## config.mk

```make
export PLATFORM = sky130hd
export DESIGN_NAME = main_memory_arbiter
export DESIGN_NICKNAME = d
export VERILOG_FILES = /design/src/rtl/core_mem_pkg.sv /design/src/rtl/mem_arb_fsm.sv /design/src/rtl/main_memory_arbiter.sv
export SDC_FILE = /design/constraint.sdc
export NUM_CORES = 1
export LEC_CHECK = 0
export BUFFER_PORTS_ARGS = -buffer_cell sky130_fd_sc_hd__clkbuf_2
export CAP_MARGIN = 10
export CORE_MARGIN = 1.5
export CORE_UTILIZATION = 44
export DETAILED_ROUTE_END_ITERATION = 8
export PLACE_DENSITY_LB_ADDON = 0.25
export SYNTH_ARGS = -nofsm -noshare
export SYNTH_HDL_FRONTEND = slang
export SYNTH_SLANG_ARGS = --single-unit
export TNS_END_PERCENT = 1
```

## constraint.sdc

```tcl
create_clock -name clk -period 3.28 [get_ports clk]
set_input_delay 0.164 -clock clk [delete_from_list [all_inputs] [get_ports clk]]
set_output_delay 0.164 -clock clk [all_outputs]
set_load 0.01 [all_outputs]
```

## src/rtl/core_mem_pkg.sv

```systemverilog
// Shared definitions for the main-memory arbiter: default widths, arbitration
// limits, the owner encoding and a single-request view of the memory port.
package core_mem_pkg;

  localparam int DEF_ADDR_W          = 8;
  localparam int DEF_DATA_W          = 16;
  localparam int DEF_MAX_CORE_STREAK = 4;
  localparam int DEF_MAX_LOCK        = 8;
  localparam int STAT_W              = 16;

  // Owner of the memory port; the arbiter state is the owner of the previous cycle.
  typedef enum logic [1:0] {
    OWN_IDLE,
    OWN_CORE,
    OWN_DMA
  } owner_e;

  // One access presented to main memory at the default widths.
  typedef struct packed {
    logic                  we;
    logic [DEF_ADDR_W-1:0] addr;
    logic [DEF_DATA_W-1:0] wdata;
  } mem_req_t;

endpackage

```

## src/rtl/mem_arb_fsm.sv

```systemverilog
// Grant decision for the main-memory arbiter. Tracks the previous owner, the
// run of core grants made while DMA waits, and the length of a locked DMA burst.
// Grants are combinational so the winner's access happens in the same cycle.
module mem_arb_fsm
  import core_mem_pkg::*;
#(
  parameter int MAX_CORE_STREAK = DEF_MAX_CORE_STREAK,
  parameter int MAX_LOCK        = DEF_MAX_LOCK
) (
  input  logic clk,
  input  logic reset,
  input  logic core_req,
  input  logic dma_req,
  input  logic dma_lock,
  output logic core_gnt,
  output logic dma_gnt
);

  localparam int STREAK_W = $clog2(MAX_CORE_STREAK + 1);
  localparam int LOCK_W   = $clog2(MAX_LOCK + 1);
  localparam logic [STREAK_W-1:0] STREAK_MAX = STREAK_W'(MAX_CORE_STREAK);
  localparam logic [LOCK_W-1:0]   LOCK_MAX   = LOCK_W'(MAX_LOCK);

  owner_e              state;
  owner_e              grant;
  logic [STREAK_W-1:0] streak;
  logic [LOCK_W-1:0]   lock_cnt;
  logic                lock_hold;

  // A locked DMA burst may keep the port only while it owned the previous cycle
  // and has not yet used up its burst allowance.
  assign lock_hold = (state == OWN_DMA) && dma_lock && dma_req && (lock_cnt < LOCK_MAX);

  // Priority: locked DMA burst, starved DMA, core, then plain DMA.
  always_comb begin
    // NOTE: default assignment first so every path drives grant and no latch is inferred.
    grant = OWN_IDLE;
    if (lock_hold) begin
      grant = OWN_DMA;
    end else if (dma_req && (streak == STREAK_MAX)) begin
      grant = OWN_DMA;
    end else if (core_req) begin
      grant = OWN_CORE;
    end else if (dma_req) begin
      grant = OWN_DMA;
    end
  end

  // Nobody is granted while reset is held, whatever the requesters do.
  assign core_gnt = reset && (grant == OWN_CORE);
  assign dma_gnt  = reset && (grant == OWN_DMA);

  // Owner state plus the core-streak and lock-burst counters.
  always_ff @(posedge clk or negedge reset) begin
    if (!reset) begin
      state    <= OWN_IDLE;
      streak   <= '0;
      lock_cnt <= '0;
    end else begin
      // NOTE: non-blocking assignments so every register samples the pre-edge values.
      state <= grant;

      if ((grant == OWN_DMA) || !dma_req) begin
        streak <= '0;
      end else if ((grant == OWN_CORE) && (streak != STREAK_MAX)) begin
        streak <= streak + 1'b1;
      end

      // A burst that reached its limit restarts at zero even if DMA keeps the port.
      if (lock_hold) begin
        lock_cnt <= lock_cnt + 1'b1;
      end else begin
        lock_cnt <= '0;
      end
    end
  end

endmodule

```

## src/rtl/main_memory_arbiter.sv

```systemverilog
// Shares the single main-memory port between the core data port and the
// DMA/loader port. Core has priority; DMA is guaranteed progress and may lock
// the port for short bursts. Read data returns one cycle later in per-requester
// registers.
// Optional build macro MEM_ARB_STATS_EN adds saturating grant/conflict counters;
// without it the stat_* outputs are tied to zero.
module main_memory_arbiter
  import core_mem_pkg::*;
#(
  parameter int ADDR_W          = DEF_ADDR_W,
  parameter int DATA_W          = DEF_DATA_W,
  parameter int MAX_CORE_STREAK = DEF_MAX_CORE_STREAK,
  parameter int MAX_LOCK        = DEF_MAX_LOCK
) (
  input  logic              clk,
  input  logic              reset,
  input  logic              core_req,
  input  logic              core_we,
  input  logic [ADDR_W-1:0] core_addr,
  input  logic [DATA_W-1:0] core_wdata,
  output logic              core_gnt,
  output logic [DATA_W-1:0] core_rdata,
  output logic              core_rvalid,
  input  logic              dma_req,
  input  logic              dma_we,
  input  logic [ADDR_W-1:0] dma_addr,
  input  logic [DATA_W-1:0] dma_wdata,
  input  logic              dma_lock,
  output logic              dma_gnt,
  output logic [DATA_W-1:0] dma_rdata,
  output logic              dma_rvalid,
  output logic [ADDR_W-1:0] mem_addr,
  output logic [DATA_W-1:0] mem_wdata,
  output logic              mem_we,
  input  logic [DATA_W-1:0] mem_rdata,
  output logic [STAT_W-1:0] stat_core_gnt,
  output logic [STAT_W-1:0] stat_dma_gnt,
  output logic [STAT_W-1:0] stat_conflict
);

  mem_arb_fsm #(
    .MAX_CORE_STREAK(MAX_CORE_STREAK),
    .MAX_LOCK       (MAX_LOCK)
  ) u_fsm (
    .clk     (clk),
    .reset   (reset),
    .core_req(core_req),
    .dma_req (dma_req),
    .dma_lock(dma_lock),
    .core_gnt(core_gnt),
    .dma_gnt (dma_gnt)
  );

  // With no grant the address/data simply follow the core; only mem_we matters.
  assign mem_addr  = dma_gnt ? dma_addr  : core_addr;
  assign mem_wdata = dma_gnt ? dma_wdata : core_wdata;
  assign mem_we    = reset && ((core_gnt && core_we) || (dma_gnt && dma_we));

  // Capture read data for whichever requester read this cycle; rvalid pulses once.
  always_ff @(posedge clk or negedge reset) begin
    if (!reset) begin
      // NOTE: the read-data registers are reset because their value is visible at the ports.
      core_rdata  <= '0;
      core_rvalid <= 1'b0;
      dma_rdata   <= '0;
      dma_rvalid  <= 1'b0;
    end else begin
      core_rvalid <= core_gnt && !core_we;
      dma_rvalid  <= dma_gnt && !dma_we;
      if (core_gnt && !core_we) begin
        core_rdata <= mem_rdata;
      end
      if (dma_gnt && !dma_we) begin
        dma_rdata <= mem_rdata;
      end
    end
  end

`ifdef MEM_ARB_STATS_EN
  // Saturating usage counters: grants per requester and cycles with both requesting.
  always_ff @(posedge clk or negedge reset) begin
    if (!reset) begin
      stat_core_gnt <= '0;
      stat_dma_gnt  <= '0;
      stat_conflict <= '0;
    end else begin
      if (core_gnt && (stat_core_gnt != '1)) begin
        stat_core_gnt <= stat_core_gnt + 1'b1;
      end
      if (dma_gnt && (stat_dma_gnt != '1)) begin
        stat_dma_gnt <= stat_dma_gnt + 1'b1;
      end
      if (core_req && dma_req && (stat_conflict != '1)) begin
        stat_conflict <= stat_conflict + 1'b1;
      end
    end
  end
`else
  assign stat_core_gnt = '0;
  assign stat_dma_gnt  = '0;
  assign stat_conflict = '0;
`endif

endmodule

```

* Yosys cells after proc, flatten, opt, wreduce, memory -nomap -nowiden
Index checks and enable logic that the tools add are counted.
** Operators by class
- Equal/unequal tests :: 5
- Order comparisons :: 1
- Mux-type cells :: 9
- Reduce and logical (&&, ||, !) cells :: 18
- Add/sub/neg operators :: 2
** Operators by type and width (count)
- $mux 16 :: 1
- $logic_and 1x1->1 :: 12
- $mux 2 :: 4
- $mux 8 :: 1
- $mux 3 :: 2
- $add 4x1->4 const B :: 1
- $eq 2x2->1 const B :: 2
- $lt 4x4->1 const B :: 1
- $mux 4 :: 1
- $add 3x1->3 const B :: 1
- $eq 3x3->1 const B :: 1
- $logic_not 1->1 :: 3
- $ne 3x3->1 const B :: 1
- $eq 2x1->1 const B :: 1
- $logic_or 1x1->1 :: 2
- $reduce_bool 2->1 :: 1
** Storage, ports and cells
- Word-level logic and storage cells :: 42
- Output and inout bits :: 109
- Input port bits :: 71
- Flip-flop bits (word level) :: 43

* Logic depth before layout (Yosys ltp)
Gate-level depths: netlist (run 1).
- Word-level depth :: 10
- Depth in mapped cells :: 8
- Mapped depth without buffers :: 6

* Hierarchy
A second synthesis (run 1) with hierarchy kept.
** Second synthesis, totals
- Cell total of the unflattened synthesis :: 190
- Area, all modules :: 2419.8 µm²
** By module, submodules not included
- main_memory_arbiter :: sequential area each 850.8 µm², cells each 151, instances 1, area each 1973.1 µm²
- mem_arb_fsm :: sequential area each 225.2 µm², cells each 39, instances 1, area each 446.7 µm²

* Worst setup path after synthesis (run 1)
No wires, ideal clock.
- Path type :: register to register
- Start :: reg u_fsm.streak[0]
- End :: reg core_rdata[0]
- Setup time :: 0.125 ns
- Arrival time :: 1.777 ns
- Path buffers :: 2
- Period minus slack after synthesis :: 1.902 ns
- Slack :: 1.378 ns
- Stages on the path, launching flop included :: 9
- Data required time :: 3.155 ns
- Path through :: dfrtp_1 > inv_1 > ha_1 > and3_1 > a211oi_4 > and3b_1 > buf_6 > buf_12 > mux2_4
** Between the ends
- Cells in the longest elaborated chain, start to end :: 7
** RTL lines
- start: declaration :: line mem_arb_fsm.sv:26 : logic [STREAK_W-1:0] streak;
- start signal: assignment :: line mem_arb_fsm.sv:66 : streak <= streak + 1'b1;
- $eq 3x3->1 :: line mem_arb_fsm.sv:40 : end else if (dma_req && (streak == STREAK_MAX)) begin
- $logic_and 1x1->1 :: line mem_arb_fsm.sv:40
- $mux 2 :: line mem_arb_fsm.sv:40
- $mux 2 :: line mem_arb_fsm.sv:38 : if (lock_hold) begin
- named net u_fsm.grant[0] :: line mem_arb_fsm.sv:25 : owner_e grant;
- $eq 2x1->1 :: line mem_arb_fsm.sv:50 : assign core_gnt = reset && (grant == OWN_CORE);
- $logic_and 1x1->1 :: line mem_arb_fsm.sv:50
- $logic_and 1x1->1 :: line main_memory_arbiter.sv:70 : if (core_gnt && !core_we) begin
- end signal: assignment :: line main_memory_arbiter.sv:71 : core_rdata <= mem_rdata;
- end: declaration :: line main_memory_arbiter.sv:22 : output logic [DATA_W-1:0] core_rdata,
The timed path passes the listed nets, and every way through them passes these cells.
A chain may end at the register's enable or synchronous reset.

* Worst setup path in the final report (run 1)
- Start :: reg u_fsm.streak[0]
- End :: out mem_addr[3]
** Between the ends
- Cells in the longest elaborated chain, start to end :: 7
** RTL lines
- $eq 3x3->1 :: line mem_arb_fsm.sv:40
- $logic_and 1x1->1 :: line mem_arb_fsm.sv:40
- $mux 2 :: line mem_arb_fsm.sv:40
- $mux 2 :: line mem_arb_fsm.sv:38
- $eq 2x2->1 :: line mem_arb_fsm.sv:51 : assign dma_gnt = reset && (grant == OWN_DMA);
- $logic_and 1x1->1 :: line mem_arb_fsm.sv:51
- $mux 8 :: line main_memory_arbiter.sv:55 : assign mem_addr = dma_gnt ? dma_addr : core_addr;
- end: declaration :: line main_memory_arbiter.sv:32 : output logic [ADDR_W-1:0] mem_addr,
Every way passes these cells.

==> metrics.csv, run 1 <==
metric;value;unit
Worst Hold End;core_rdata[15];
final net count;395;
setup TNS;0;ns
mapped cell area;2450;um^2
IO Pins;180;
Port Buffers;131;
Arr. time, crit path;2.60;ns
Hold Startpoint;mem_rdata[15];
DRT Pass-1 Iters;3;
WL met3;262;um
Initial Utilization;0.468;
PwrDens;466;nW/um^2
core area;5240;um^2
Post-DRT Antenna Nets;0;
most frequent cells in the layout;131 x clkbuf_2, 48 x conb_1, 43 x dfrtp_1;
sequential element share of the synthesized area;0.439;
Worst-Margin Slew;1.14;ns
largest net degree at the start of global routing;49;
DR iter-0 viols;21;
DRC errors left;0;
Via-to-Cell Ratio;4.28;
RSZ-0062 raised after global routing;no;
setup violators final;0;
Vias;1674;
Die W;77.6;um
R2R Path Start;u_fsm.streak[0];
hold depth;2;
number of global-route vias before repair;1759;
worst slack at placement;0.821;ns
M1 WL;1940;um
Num CTS Buffers;5;
ANT cells;0;
reg-to-reg critical path endpoint;core_rdata[8];
Worst setup SP type;flip-flop;
global route total overflow;0;
CTS Root Cell;clkbuf_8;
FF-to-FF setup slack;1.14;ns
minimum hold slack;0.123;ns
DR WL/cell;12.9;um
Clock Latency Late Sink;0.28;ns
max-cap viol count;0;
Synth cell types;27;
Die Height;77.6;um
status;completed;
Hold Fails Final Rpt;0;
TritonCTS clock tree;yes;
most common cell after layout, fill and taps aside;clkbuf_2;
Reg clk slew, reported paths;0.08;ns
Max FO, Critical Path;25;
area grow syn2layout;24.8;%
crit path kind;reg2out;
H-tree Lvls;2;
WP data required;3.12;ns
Max Used Layer;met4;
Avg Synthesized Cell Area;13.2;um^2
leakage;1.68;nW
IR drop worst, VDD;0.000321;V
Fmax;0.362;GHz
maximum clock path buffer count;2;
Rows;26;
register area;1080;um^2
Die ar.;6030;um^2
hpwl dp;3990;um
overall routed net length;5050;um
slew margin rel.;0.239;
Tot GR Track Use;0.173;
initial antenna violation count;0;
placer's final routability congestion estimate;0.710;
CTS sink count;43;
min Tclk post-route;2.76;ns
global-route wire length before repair;8310;um
synthesized instance count;186;
final slew viol count;0;
met2 WL;2760;um
Worst Hold Class;in2reg;
Worst setup EP type;output pin;
part of the cycle the worst path needs;0.842;
layout cells sized above 1;0.629;
Multi-input gate area;1100;um^2
#FFs+latches synth;43;
worst clock skew;0.00541;ns
worst reg2reg path depth;7;
number of fill cells;467;
PnR worst setup slack;0.517;ns
synth warn;0;
Power Total;1.43;mW
-- worst max-delay path by stage --
stage / start / endpoint / slack, ns / cells past startpoint
final: u_fsm.streak[0] / mem_addr[3] / 0.52 / 7
after global routing: u_fsm.streak[0] / mem_addr[5] / 0.32 / 7
after floorplan: u_fsm.streak[0] / core_rdata[0] / 1.38 / 8
after global placement: u_fsm.streak[0] / mem_addr[6] / 0.88 / 7
after detailed placement: u_fsm.streak[0] / mem_wdata[5] / 0.82 / 7
after CTS: u_fsm.streak[0] / mem_addr[3] / 0.48 / 7
-- through the flow --
step | utilization | area, um^2 | cells
floorplan | - | 2630 | 233
global placement | 0.565 | 2960 | 383
detailed placement | 0.565 | 2960 | 383
CTS | 0.584 | 3060 | 391
global route | 0.584 | 3060 | 391
finish | 0.584 | 3060 | 391
-- synthesized netlist by cell type --
| master | number | area share |
|---|---|---|
| nor2_1 | 5 | 0.0077 |
| nand3_1 | 2 | 0.0041 |
| buf_2 | 1 | 0.0020 |
| ha_1 | 3 | 0.015 |
| buf_4 | 48 | 0.15 |
| mux2_4 | 18 | 0.11 |
| xnor2_1 | 2 | 0.0071 |
| a211oi_4 | 1 | 0.0082 |
| a21bo_2 | 1 | 0.0041 |
| and3_1 | 3 | 0.0077 |
| inv_1 | 4 | 0.0061 |
| dfrtp_1 | 43 | 0.44 |
| nor3b_4 | 1 | 0.0077 |
| nor2b_1 | 1 | 0.0026 |
| o21ai_0 | 1 | 0.0020 |
| mux2_1 | 2 | 0.0092 |
| buf_12 | 1 | 0.0082 |
| nand2_1 | 3 | 0.0046 |
| and3b_1 | 1 | 0.0036 |
| buf_8 | 1 | 0.0061 |
| and2_1 | 1 | 0.0026 |
| and2b_4 | 1 | 0.0041 |
| mux2_2 | 36 | 0.17 |
| a22oi_2 | 1 | 0.0051 |
| and3b_4 | 1 | 0.0051 |
| conb_1 | 1 | 0.0015 |
| buf_6 | 3 | 0.014 |
-- power breakdown --
group,total [mW],internal (mW),switching (mW)
Combinational,0.424,0.226,0.198
Clock,0.333,0.165,0.168
Sequential,0.669,0.621,0.0487
Total,1.43,1.01,0.415
-- repair_timing --
action                                 CTS  global route
hold buffers                             1             0
resized for setup                        0             0
setup buffers                            0             0
endpoints found under the hold margin   38             0
-- layout make-up --
type / instances / share of cell area
clock buffers: 6 / 0.0270
clock inverters: 1 / 0.00164
inverters: 4 / 0.00491
multi-input cells: 132 / 0.361
flip-flops and latches: 43 / 0.352
well taps: 70 / 0.0286
repair buffers: 135 / 0.225
-- state kept, by name, summed over array words and instances (netlist names) --
| register | flops |
|---|---|
| core_rvalid | 1 |
| dma_rvalid | 1 |
| u_fsm.lock_cnt | 4 |
| u_fsm.state | 2 |
| dma_rdata | 16 |
| core_rdata | 16 |
| u_fsm.streak | 3 |
-- worst max-delay path: stages, from the launching register on --
cell      delay, ns
dfrtp_1        0.40
inv_1          0.06
ha_1           0.16
a21bo_2        0.14
a22oi_2        0.09
nor2b_2        0.89
mux2_2         0.43
clkbuf_2       0.13
-- cells by family after synthesis --
kind of cell / count (synthesis) / synth area share
compound gates: 4 / 0.0194
xor+xnor: 2 / 0.00715
other cells: 1 / 0.00153
flops: 43 / 0.439
buf+inv: 58 / 0.183
mux: 56 / 0.285
fa+ha+maj: 3 / 0.0153
simple gates: 19 / 0.0495
-- metal layers --
layer	global-route usage	vias to the layer above
li1	-	797
met1	0.193	793
met2	0.315	75
met3	0.0341	9
met4	0.0745	0
met5	0	-
Note: power is estimated with default switching activity, not from simulation.
==> run 2: changes to the inputs <==
- CORE_UTILIZATION: 44 -> 37
- clock period: 3.28 -> 2.4 ns (I/O delays scaled with it)
==> run 2 against run 1 <==
Against the previous run:
- sequential cell count stayed put
- die area increased by 18%
- wire length is 0.36% lower
- sequential power grew 36%
- register-to-register slack got worse by 0.85 ns
- first-iteration DRC count grew 24%
- combinational power grew 37%
- via count is 0.66% lower
- global-route usage shrank 4.0 points
==> metrics.csv, run 2 (synthesis results as in run 1) <==
metric;value;unit
clock share of power;0.316;
Initial Utilization;0.384;
Via-to-Cell Ratio;4.15;
global route total overflow;0;
H-tree Lvls;2;
setup TNS;0;ns
placer's final routability congestion estimate;0.718;
Die W;84.4;um
hpwl dp;3790;um
CTS Root Cell;clkbuf_8;
overall routed net length;5030;um
DRT Pass-1 Iters;6;
PwrDens;695;nW/um^2
DRC errors left;0;
min Tclk post-route;2.19;ns
max-cap viol count;0;
maximum clock path buffer count;2;
TritonCTS clock tree;yes;
setup violators final;0;
Worst setup EP type;output pin;
IO Pins;180;
Net Switching;0.604;mW
ANT cells;0;
number of global-route vias before repair;1563;
Arr. time, crit path;2.07;ns
leakage;1.72;nW
Worst Hold Class;in2reg;
core area;6390;um^2
placed insts;391;
Tot GR Track Use;0.133;
largest net degree at the start of global routing;49;
Largest regs;core_rdata (16), dma_rdata (16), u_fsm.lock_cnt (4);
Reg clk slew, reported paths;0.09;ns
IR drop worst, VDD;0.000410;V
RSZ-0062 raised after global routing;no;
Die Height;84.4;um
Max FO, Critical Path;12;
WP data required;2.28;ns
final slew viol count;0;
combinational power share;0.267;
Fmax;0.456;GHz
global-route wire length before repair;7600;um
slew margin rel.;0.629;
Cell Int Power;1.58;mW
DR WL/cell;12.5;um
CTS sink count;43;
Worst setup SP type;flip-flop;
Num CTS Buffers;5;
final net count;397;
Clock Latency Late Sink;0.30;ns
layout cells sized above 1;0.633;
Final Instance Count excl. Fillers;401;
Die ar.;7120;um^2
placed inst area;2980;um^2
Hold Fails Final Rpt;0;
most common cell after layout, fill and taps aside;clkbuf_2;
area grow syn2layout;28.4;%
crit path kind;reg2out;
Port Buffers;131;
postcts setup bufs;0;
number of fill cells;599;
Design Area, Final;3150;um^2
DR iter-0 viols;26;
Sw Ratio;0.276;
Reg power frac;0.418;
Rows;29;
Post-DRT Antenna Nets;0;
Worst-Margin Slew;0.557;ns
status;completed;
Vias;1663;
initial antenna violation count;0;
most frequent cells in the layout;131 x clkbuf_2, 48 x conb_1, 43 x dfrtp_1;
worst clock skew;0.0122;ns
part of the cycle the worst path needs;0.913;
## run 2: cell count changes in the layout (fill, tap and decap cells not counted), sizes merged
| cell | delta |
|---|---|
| clkbuf | -1 |
| buf | +1 |
| bufinv | +2 |
| nor2b | +1 |
| inv | +1 |
| clkinv | -1 |
## run 2: area by class of cell
type | instances | area, um^2 | area share
well taps | 77 | 96.3 | 0.0306
flip-flops and latches | 43 | 1080 | 0.342
repair buffers | 136 | 696 | 0.221
multi-input cells | 133 | 1120 | 0.357
inverters | 4 | 15.0 | 0.00477
clock inverters | 3 | 71.3 | 0.0227
clock buffers | 5 | 68.8 | 0.0219
## run 2: per-layer routing
metal / vias to the layer above / part of all wire / global-route usage
li1: 801 / - / -
met1: 789 / 0.42 / 0.171
met2: 68 / 0.52 / 0.229
met3: 5 / 0.049 / 0.0236
met4: 0 / 0.0092 / 0.0396
met5: - / 0 / 0
## run 2: timing repair
item,CTS,global route
setup endpoints to repair,25,24
gates cloned,0,1
hold buffers,1,0
pin swaps,0,0
resized for setup,1,1
endpoints found under the hold margin,43,0
## run 2: through the flow
step,worst slack (ns),power [mW],hold WS [ns],util
2_1_floorplan,0.498,1.31,-0.176,-
3_3_place_gp,0.0767,1.50,0.295,0.466
3_5_place_dp,0.0254,1.51,0.279,0.466
4_1_cts,0.0363,2.21,0.0544,0.491
5_1_grt,0.0841,2.31,0.0492,0.493
6_report,0.209,2.19,0.0594,0.493
## run 2: path summary, 6_finish.rpt
kind	to	slack [ns]	startpoint	cells after the start
worst max-delay path	mem_wdata[2]	0.21	u_fsm.streak[0]	7
worst min-delay path	dma_rdata[5]	0.06	mem_rdata[5]	2
worst max register to register	core_rdata[5]	0.29	u_fsm.streak[0]	7
worst min register to register	u_fsm.streak[0]	0.47	u_fsm.streak[0]	1
max in group asynchronous	dma_rdata[0]	1.49	reset	3
min in group asynchronous	core_rdata[8]	0.52	reset	3
## run 2: critical path, cell delays in order, from the launching register on
cell and delay, ns:
dfrtp_1 0.38, inv_1 0.06, ha_1 0.21, a21bo_2 0.20
a22oi_2 0.30, nor2b_4 0.16, mux2_1 0.33, clkbuf_2 0.13
## run 2: power by group through the flow
stage	clock network [mW]	logic [mW]	registers (mW)
floorplan	0	0.331	0.981
global placement	0	0.580	0.923
detailed placement	0	0.584	0.924
CTS	0.708	0.588	0.914
global route	0.743	0.634	0.930
finish	0.690	0.583	0.913
